$ cat src/rtl/mux4_rr_arbiter.sv
// mux4_rr_arbiter: four requesters share one 3-bit lane through a 4:1 mux.
// The arbiter picks a winner round-robin and hands its data downstream with
// a valid/ready handshake. The winner gets a one-cycle ack after its transfer.
// A watchdog releases a grant that has stalled.
// Optional build macro: MUX_ARB_LOCK_EN adds a 'lock' input. With lock held,
// the owner keeps the lane for back-to-back transfers.
module mux4_rr_arbiter #(
  parameter int MAX_WAIT = 15,
  parameter int CNT_W    = 4
) (
  input  logic       clk,
  input  logic       rst_n,
  input  logic [3:0] req,
  input  logic [2:0] in0,
  input  logic [2:0] in1,
  input  logic [2:0] in2,
  input  logic [2:0] in3,
  input  logic       out_ready,
`ifdef MUX_ARB_LOCK_EN
  input  logic       lock,
`endif
  output logic [1:0] sel,
  output logic [3:0] grant,
  output logic       out_valid,
  output logic [2:0] out0,
  output logic [3:0] ack,
  output logic       timeout
);

  typedef enum logic {IDLE, GRANT} state_t;

  state_t           state_q, state_d;
  logic [1:0]       sel_q, sel_d;
  logic [3:0]       grant_q, grant_d;
  logic [3:0]       ack_q, ack_d;
  logic             timeout_q, timeout_d;
  logic [1:0]       ptr_q, ptr_d;
  logic [CNT_W-1:0] cnt_q, cnt_d;

  logic [1:0] win;
  logic       xfer;
  logic       hold;

  // Round-robin pick: the first set request after ptr wins. The loop runs
  // from the farthest slot to the nearest, so the nearest match is the last
  // one written.
  always_comb begin
    win = ptr_q;
    for (int k = 4; k >= 1; k--) begin
      if (req[ptr_q + 2'(k)]) win = ptr_q + 2'(k);
    end
  end

  assign xfer = (state_q == GRANT) && out_ready;

`ifdef MUX_ARB_LOCK_EN
  assign hold = lock && req[sel_q];
`else
  assign hold = 1'b0;
`endif

  // Next-state logic. In GRANT, priority is: transfer, then abort (the owner
  // dropped req), then the watchdog.
  always_comb begin
    state_d   = state_q;
    sel_d     = sel_q;
    grant_d   = grant_q;
    ptr_d     = ptr_q;
    cnt_d     = cnt_q;
    ack_d     = '0;
    timeout_d = 1'b0;
    case (state_q)
      IDLE: begin
        cnt_d = '0;
        if (req != 4'b0000) begin
          sel_d   = win;
          grant_d = 4'b0001 << win;
          state_d = GRANT;
        end
      end
      GRANT: begin
        if (xfer) begin
          ack_d = grant_q;
          cnt_d = '0;
          if (!hold) begin
            state_d = IDLE;
            grant_d = '0;
            ptr_d   = sel_q;
          end
        end else if (!req[sel_q]) begin
          state_d = IDLE;
          grant_d = '0;
          cnt_d   = '0;
        end else if (cnt_q == CNT_W'(MAX_WAIT - 1)) begin
          // The stalled owner gives up priority, just as after a real transfer.
          timeout_d = 1'b1;
          state_d   = IDLE;
          grant_d   = '0;
          ptr_d     = sel_q;
          cnt_d     = '0;
        end else begin
          cnt_d = cnt_q + 1'b1;
        end
      end
      default: begin
        state_d = IDLE;
        grant_d = '0;
      end
    endcase
  end

  // State registers. After reset, ptr=3, so requester 0 has first priority.
  always_ff @(posedge clk or negedge rst_n) begin
    if (!rst_n) begin
      state_q   <= IDLE;
      sel_q     <= 2'd0;
      grant_q   <= 4'b0000;
      ack_q     <= 4'b0000;
      timeout_q <= 1'b0;
      ptr_q     <= 2'd3;
      cnt_q     <= '0;
    end else begin
      state_q   <= state_d;
      sel_q     <= sel_d;
      grant_q   <= grant_d;
      ack_q     <= ack_d;
      timeout_q <= timeout_d;
      ptr_q     <= ptr_d;
      cnt_q     <= cnt_d;
    end
  end

  // Datapath mux. It follows the live inputs so the owner's data reaches the
  // consumer with no register in the path.
  always_comb begin
    case (sel_q)
      2'd0:    out0 = in0;
      2'd1:    out0 = in1;
      2'd2:    out0 = in2;
      default: out0 = in3;
    endcase
  end

  assign sel       = sel_q;
  assign grant     = grant_q;
  assign out_valid = (grant_q != 4'b0000);
  assign ack       = ack_q;
  assign timeout   = timeout_q;

endmodule

$ cat config.mk
export PLATFORM = sky130hd
export DESIGN_NAME = mux4_rr_arbiter
export DESIGN_NICKNAME = d
export VERILOG_FILES = /design/src/rtl/mux4_rr_arbiter.sv
export SDC_FILE = /design/constraint.sdc
export NUM_CORES = 1
export LEC_CHECK = 0
export ABC_AREA = 1
export CELL_PAD_IN_SITES_DETAIL_PLACEMENT = 1
export CELL_PAD_IN_SITES_GLOBAL_PLACEMENT = 1
export CORE_UTILIZATION = 28
export DETAILED_ROUTE_END_ITERATION = 8
export PLACE_DENSITY = 0.85
export SETUP_SLACK_MARGIN = 0.02
export SLEW_MARGIN = 15
export SYNTH_ARGS = -nofsm -noshare
export SYNTH_HDL_FRONTEND = slang
export SYNTH_SLANG_ARGS = --single-unit
export TNS_END_PERCENT = 100
$ cat constraint.sdc
create_clock -name clk -period 1.6 [get_ports clk]
set_clock_uncertainty 0.1 [all_clocks]
set_input_delay 0.16 -clock clk [delete_from_list [all_inputs] [get_ports clk]]
set_output_delay 0.16 -clock clk [all_outputs]
set_load 0.005 [all_outputs]
# After elaboration in Yosys (flattened, before gate mapping)
# Cells that the tools add are included.
[totals]
output_inout_bits = 15
register_bits = 18
[classes]
mux = 35
magnitude_cmp = 4
n_reduce_logical = 9
eq_ne = 5
n_addsub = 4
shift = 1
n_bitwise = 1
[ops]
columns = ["cell", "count"]
rows = [
  ["$mux 4", 9],
  ["$pmux 4 s2", 2],
  ["$lt 2x3->1 const B", 4],
  ["$mux 1", 12],
  ["$mux 2", 6],
  ["$pmux 3 s3", 1],
  ["$bmux 1 s2", 4],
  ["$reduce_bool 4->1", 2],
  ["$add 2x2->2 const B", 2],
  ["$add 4x1->4 const B", 1],
  ["$eq 4x4->1 const B", 1],
  ["$ne 4x3->1 const B", 1],
  ["$reduce_and 2->1", 2],
  ["$reduce_bool 2->1", 2],
  ["$shl 1x2->4 const A", 1],
  ["$reduce_and 3->1", 1],
  ["$add 2x1->2 const B", 1],
  ["$eq 2x1->1 const B", 1],
  ["$eq 2x2->1 const B", 1],
  ["$logic_not 2->1", 1],
  ["$ne 2x2->1 const B", 1],
  ["$pmux 1 s2", 1],
  ["$logic_and 1x1->1", 1],
  ["$not 1->1", 1],
]

# Logic depth before layout (Yosys ltp)
[logic_depth]
ltp_word = 9
depth_mapped = 11
depth_no_buf = 11

# Worst setup path before layout
# Ideal clock, no wire load.
[synth_timing]
path_type = "reg2reg"
start = "register ptr_q[0]"
end = "register sel_q[0], in the netlist sel[0]"
t_arrival_ns = 1.254
setup_slack_ns = 0.111
setup_time_ns = 0.135
path_buffers = 1
synth_period_minus_slack_ns = 1.489
stages_incl_launch_ff = 11
cell_sequence = "dfstp_2 -> buf_6 -> nand2_1 -> o21ai_0 -> nand2_1 -> nand2_1 -> inv_1 -> nand3_1 -> nand2_2 -> nand2_1 -> o21ai_0"
[synth_via]
elab_chain_cells = 6
word_cells_on_any_way = 12
classes_between = "add/sub (3); mux (9)"
[synth_rtl]
columns = ["item", "line_no", "source"]
rows = [
  ["start, declared", "37", "logic [1:0] ptr_q, ptr_d;"],
  ["start signal, assigned", "128", "ptr_q <= ptr_d;"],
  ["$add 2x2->2", "50", "if (req[ptr_q + 2'(k)]) win = ptr_q + 2'(k);"],
  ["$bmux 1 s2", "50", ""],
  ["$mux 1 (not written as such)", "50", ""],
  ["$mux 2 (2 in series)", "50", ""],
  ["$mux 2 (*)", "50", ""],
  ["end signal, assigned", "124", "sel_q <= sel_d;"],
  ["end, declared", "33", "logic [1:0] sel_q, sel_d;"],
]
# Every way passes the cells marked *; elsewhere a longest branch is shown, timed or not. The select of a mux whose other input is x is not followed.
# A chain may end at the register's enable or synchronous reset.

# Final worst setup path
[layout_timing]
start = "register ptr_q[0]"
end = "register grant_q[0], in the netlist grant[0]"
[layout_via]
elab_chain_cells = 9
word_cells_on_any_way = 15
classes_between = "add/sub (3); shift (1); mux (11)"
[layout_rtl]
columns = ["item", "line_no", "source"]
rows = [
  ["$add 2x2->2", "50", ""],
  ["$bmux 1 s2", "50", ""],
  ["$mux 1 (not written as such)", "50", ""],
  ["$mux 2 (2 in series)", "50", ""],
  ["$mux 2 (*)", "50", ""],
  ["$shl 1x2->4 (*)", "77", "grant_d = 4'b0001 << win;"],
  ["$mux 4 (*)", "75", "if (req != 4'b0000) begin"],
  ["$pmux 4 s2 (*)", "72", "case (state_q)"],
  ["end signal, assigned", "125", "grant_q <= grant_d;"],
  ["end, declared", "34", "logic [3:0] grant_q, grant_d;"],
]
# Marked as above.

==> results.cfg <==
[detailed_routing]
wl_um = 3840
wl_per_cell_um = 15.0
drc = 0
firstDrtPassIters = 3
vias = 1228
ant_nets = 0
vias_per_cell = 4.82
drt_iter0_drc = 44

[sta]
setup_ws_ns = -0.0512
period_needed_ns = 1.65
final_max_slew_viol_count = 0
max_slew_margin_pct = 75.7
fin_tns_setup_ns = -0.146
period_share_pct = 103
grt_setup_unrepaired = yes
hold_viol = 0
worst_slew_pin_slew_ns = 0.365
whs_ns = 0.135
final-setup-viol-count = 5
max_clock_freq_ghz = 0.606

[pwr]
power_frac_seq_pct = 24.1
power_mw = 3.09
p_leak_nw = 0.882
sw_frac_of_total_pct = 45.6
ir_drop_v = 0.000620
pwr-share-clk_pct = 10.1
internal_power_mw = 1.68
p_per_area_mw_per_mm2 = 1710
power_switching_mw = 1.41
combPwrFrac_pct = 65.8

[place]
hpwl_um = 2340
place_inst = 246
placed_cell_area_sq_mm = 0.00154
portBuffers = 33
dpl_worst_slack_ns = -0.186
gp_congestion = 0.791

[synthesis]
synth_seq_cells = 18
yosysTopAreaCell = dfrtp_1
yosys-top-cells-area = dfrtp_1 38%, nand2_1 23%, inv_1 6.8%
synth-edff-count = 0
synth_cell_types = 20
yosysMostFrequentCell = nand2_1
ys_warn_count = 0
syn_avg_cell_area_sq_um = 6.84
synthCells = 153
async_flop_share_pct = 100
synth_top_area_share_pct = 38.2
synth.net_count = 172
ys_top_cells_by_count = 64 x nand2_1, 19 x inv_1, 16 x dfrtp_1, 13 x nor2_1, 12 x nand3_1
ys_seq_area_share_pct = 43.2
netlist_area_sq_mm = 0.00105
ys.flop_type = dfrtp_1

[hold_path]
hold_path_class = input pin to async pin

[clock_tree]
cts_buffers = 3
clockBufferDepth = 2
cts_sinks = 18
insertion_delay_ns = 0.25
clockRootBuffer = clkbuf_8
cts_tree = done
htreeDepth = 1
cts_hold_buf = 0
cts.clk_slew.worst_paths_ns = 0.07

[finish]
antenna_cells = 0
fin_nets = 230
drive_gt1_share_pct = 36.8
stdcell_area_sq_mm = 0.00181
syn2layout_area_growth_pct = 72.4
final_core_util_pct = 52.1
finalNonFillerCells = 255

[run]
max-cap-violations = 0

[floorplanning]
dieArea_sq_mm = 0.00399
die_x_um = 63.2
die_y_um = 63.2
rows = 21
fp.coreArea_sq_mm = 0.00347
initial_utilization_pct = 30.2
io_pins = 34

[setup_path]
endpoint_kind = flop
worst-r2r-cell-count = 9
crit_required_ns = 1.69
r2r_end = grant[0]
cp_max_fo = 8
cp-start-kind = flop
crit_type = flop to flop
r2r-start = ptr_q[0]
rrSetupSlack_ns = -0.05
cp_data_arrival_time_ns = 1.75

[run_status]
status = finished with violations
violations = setup timing

[global_routing]
antenna_found_initial = 0
grt_max_degree = 19
grt_pass1_vias = 1241
grt_pass1_wl_um = 5320
overflow = 0
track_usage_pct = 16.9
[sequential cells by signal (all words and copies together), names as in the netlist]
| register | flops |
|---|---|
| ptr_q | 2 |
| grant | 4 |
| state_q | 1 |
| sel | 2 |
| cnt_q | 4 |
| ack | 4 |
| timeout | 1 |
[critical path, stage by stage, from the launching register on]
cell and delay [ns]:
dfstp_2 0.59, buf_8 0.16, nand2_2 0.06, nand2_2 0.08, nand2_2 0.07, nand2_1 0.08, inv_2 0.05, a21boi_2 0.18
nand4_1 0.12, nand2_1 0.09
[power groups by stage]
| stage | clock, mW | combinational, mW | sequential (mW) |
|---|---|---|---|
| after floorplan | 0 | 0.807 | 0.671 |
| after global placement | 0 | 1.43 | 0.703 |
| after detailed placement | 0 | 1.47 | 0.705 |
| after CTS | 0.321 | 1.65 | 0.718 |
| after global routing | 0.354 | 2.21 | 0.758 |
| final | 0.312 | 2.03 | 0.745 |
[cell type report]
class                      instances  area (sq um)
multi-input combinational        113           659
inverter                          20          77.6
timing repair buffer              55           514
clock buffer                       3          41.3
sequential                        18           455
tap                               46          57.6
fill                             450          1660
[how the worst max path moves through the flow]
stage               startpoint  endpoint  cells after the start
floorplan             ptr_q[0]    sel[0]                     10
global placement        req[1]    sel[1]                      5
detailed placement      req[3]    sel[0]                     10
CTS                   ptr_q[0]    sel[0]                     11
global route          ptr_q[0]  grant[0]                      9
finish                ptr_q[0]  grant[0]                      9
[cell families after synthesis]
kind of cell	Yosys count	synth area share, %
buffers and inverters	22	8.72
AO/OA/AOI/OAI	10	6.09
flip-flops	18	43.2
AND/OR/NAND/NOR	103	41.9
[routing by layer]
layer | global-route usage, % | up-vias | routed length (um)
li1 | - | 605 | -
met1 | 19.3 | 576 | 1540
met2 | 30.6 | 37 | 2060
met3 | 4.35 | 10 | 137
met4 | 4.94 | 0 | 106
met5 | 0 | - | 0
[cell usage in the layout, fill, tap and decap left out, types with 2 or more instances in the layout]
cell             instances
nand2_1                 43
o21ai_1                  2
nand3_2                  6
nor2_1                  10
inv_1                   13
clkbuf_2                 3
nand4_1                  6
nand2_4                  5
buf_6                    5
buf_4                   16
dfrtp_1                 14
dfrtp_2                  2
inv_2                    6
nor2_4                   2
clkbuf_8                 3
a21oi_1                  3
nand3_1                  7
dfstp_2                  2
nand2_2                 19
nor3_1                   2
dlymetal6s2s_1           3
clkdlybuf4s50_1         27
[what timing repair did]
item	CTS	global route
endpoints found under the setup margin	13	15
pin swaps	11	24
resized for setup	28	45
endpoints found under the hold margin	0	0
setup buffers	4	2
Power figures use the tool's default switching activity.
==> RTL edit (same flow settings) <==
Add a define of `MUX_ARB_LOCK_EN`.
--- a/src/rtl/mux4_rr_arbiter.sv
+++ b/src/rtl/mux4_rr_arbiter.sv
@@ -4,6 +4,8 @@
 // A watchdog releases a grant that has stalled.
 // Optional build macro: MUX_ARB_LOCK_EN adds a 'lock' input. With lock held,
 // the owner keeps the lane for back-to-back transfers.
+`define MUX_ARB_LOCK_EN
+
 module mux4_rr_arbiter #(
   parameter int MAX_WAIT = 15,
   parameter int CNT_W    = 4
Ports: changed (added lock); port bits go from 34 to 35. No check against the original RTL was run, so the function may have changed too.
==> RTL edit against the original RTL <==
- the flow still finishes with violations (negative setup slack)
- area after synthesis rose by 11%
- sequential share of layout area decreased by 2.9 points
- critical path depth up 2
- power grew 30%
- cell area rose by 13%
- worst setup slack got worse by 0.26 ns
- routed wire length rose by 29%
- sequential cell count stayed put
- via count grew 8.4%
- critical path type unchanged
- critical endpoint is now grant[1]$_DFFE_PN0P_
- largest cell class unchanged
- largest power group unchanged
- highest routed layer unchanged
==> RTL edit: results (changes against the original RTL) <==
stage	metric	value	unit	change
synth	most common library cells after synthesis	nand2_1, dfrtp_1, inv_1, nor2_1, nand3_1		
global_route	first-pass GRT wire length	6.65	mm	+25%
status	failing checks	negative setup slack		
placement	IO buf count	34		+3.0%
routing	per-cell routed wire length	17.9	um	+19%
timing	post-route setup slack	-0.310	ns	-0.259 ns
placement	gpl congestion	0.762		-3.7%
synth	syn_nets	177		+2.9%
synth	largest cells by area after synthesis	dfrtp_1, nand2_1, dfstp_2		
setup_path	Largest stage delay, worst path	0.57	ns	-0.02 ns
setup_path	Critical Path AT	2.01	ns	+0.26 ns
synth	Distinct cells, synth	23		+15%
timing	final setup fails	8		+3
layout	share of cells above drive strength 1	45.3	%	+8.5 points
setup_path	CP top delay family	simple AND/OR/NAND/NOR gates		
routing	drt initial violations	30		-32%
routing	Detailed Routing Iterations Pass 1	4		+1
clock_tree	Worst-Skew Late Latency	0.27	ns	+0.02 ns
routing	Vias per Instance	4.84		+0.50%
power	worst vdd ir	0.000786	V	+27%
setup_path	r2r setup slk	-0.31	ns	-0.26 ns
routing	routed wl met2	2.58	mm	+25%
status	run status	finished with violations		
synth	sequential-to-total area share from yosys stat	39.0	%	-4.3 points
layout	Fill cells	490		+8.9%
power	Leakage	1.01	nW	+14%
==> RTL edit: kinds of logic (layout without fill, tap and decap cells) <==
group	Yosys count	count (layout)	synth area share, %
flops	18	18	39.0
buf+inv	21	89	8.40
compound gates	12	12	8.07
simple gates	106	106	44.6
==> RTL edit: area by class of cell <==
class                   instances  area [um2]  share of cell area, %
inverters                      19        83.8                   4.10
repair buffers                 66         601                   29.4
well taps                      50        62.6                   3.06
multi-input cells             118         786                   38.5
clock buffers                   4        55.1                   2.69
flip-flops and latches         18         455                   22.3
==> RTL edit: worst max-delay path by stage <==
stage,from,end,slack [ns],cells past startpoint
4_1_cts,ptr_q[0]$_DFFE_PN1P_,grant[0]$_DFFE_PN0P_,-0.09,11
6_report,ptr_q[0]$_DFFE_PN1P_,grant[1]$_DFFE_PN0P_,-0.31,11
3_5_place_dp,req[0],grant[2]$_DFFE_PN0P_,-0.16,11
2_1_floorplan,ptr_q[0]$_DFFE_PN1P_,grant[0]$_DFFE_PN0P_,0.12,12
5_1_grt,ptr_q[0]$_DFFE_PN1P_,grant[1]$_DFFE_PN0P_,-0.33,11
3_3_place_gp,req[1],sel[1]$_DFFE_PN0P_,-0.12,7
==> RTL edit: metal layers <==
metal	global-route usage [%]	vias up
met5	0	-
met4	11.4	0
met3	4.83	22
met2	37.9	46
met1	21.5	631
li1	-	632
==> RTL edit: through the flow <==
step	instance area [um2]	TNS, ns	std cells	hold WS, ns	utilization (%)
after floorplan	1160	0	157	-0.236	-
after global placement	1680	-0.770	257	0.363	42.0
after detailed placement	1680	-1.12	257	0.361	42.0
after CTS	1890	-0.328	270	0.128	47.3
after global routing	2040	-1.72	275	0.154	51.1
final	2040	-1.34	275	0.116	51.1
==> RTL edit: what timing repair did <==
item | 4_1_cts | 5_1_grt
endpoints found under the setup margin | 16 | 11
buffers inserted | 9 | 7
pin swaps | 14 | 23
resized for setup | 47 | 32
==> RTL edit: power by group through the flow <==
stage	registers (mW)	logic, mW	clock network (mW)
global placement	0.756	1.73	0
finish	0.752	2.86	0.394
detailed placement	0.766	1.79	0
floorplan	0.683	1.10	0
CTS	0.741	2.17	0.395
global route	0.771	3.02	0.410
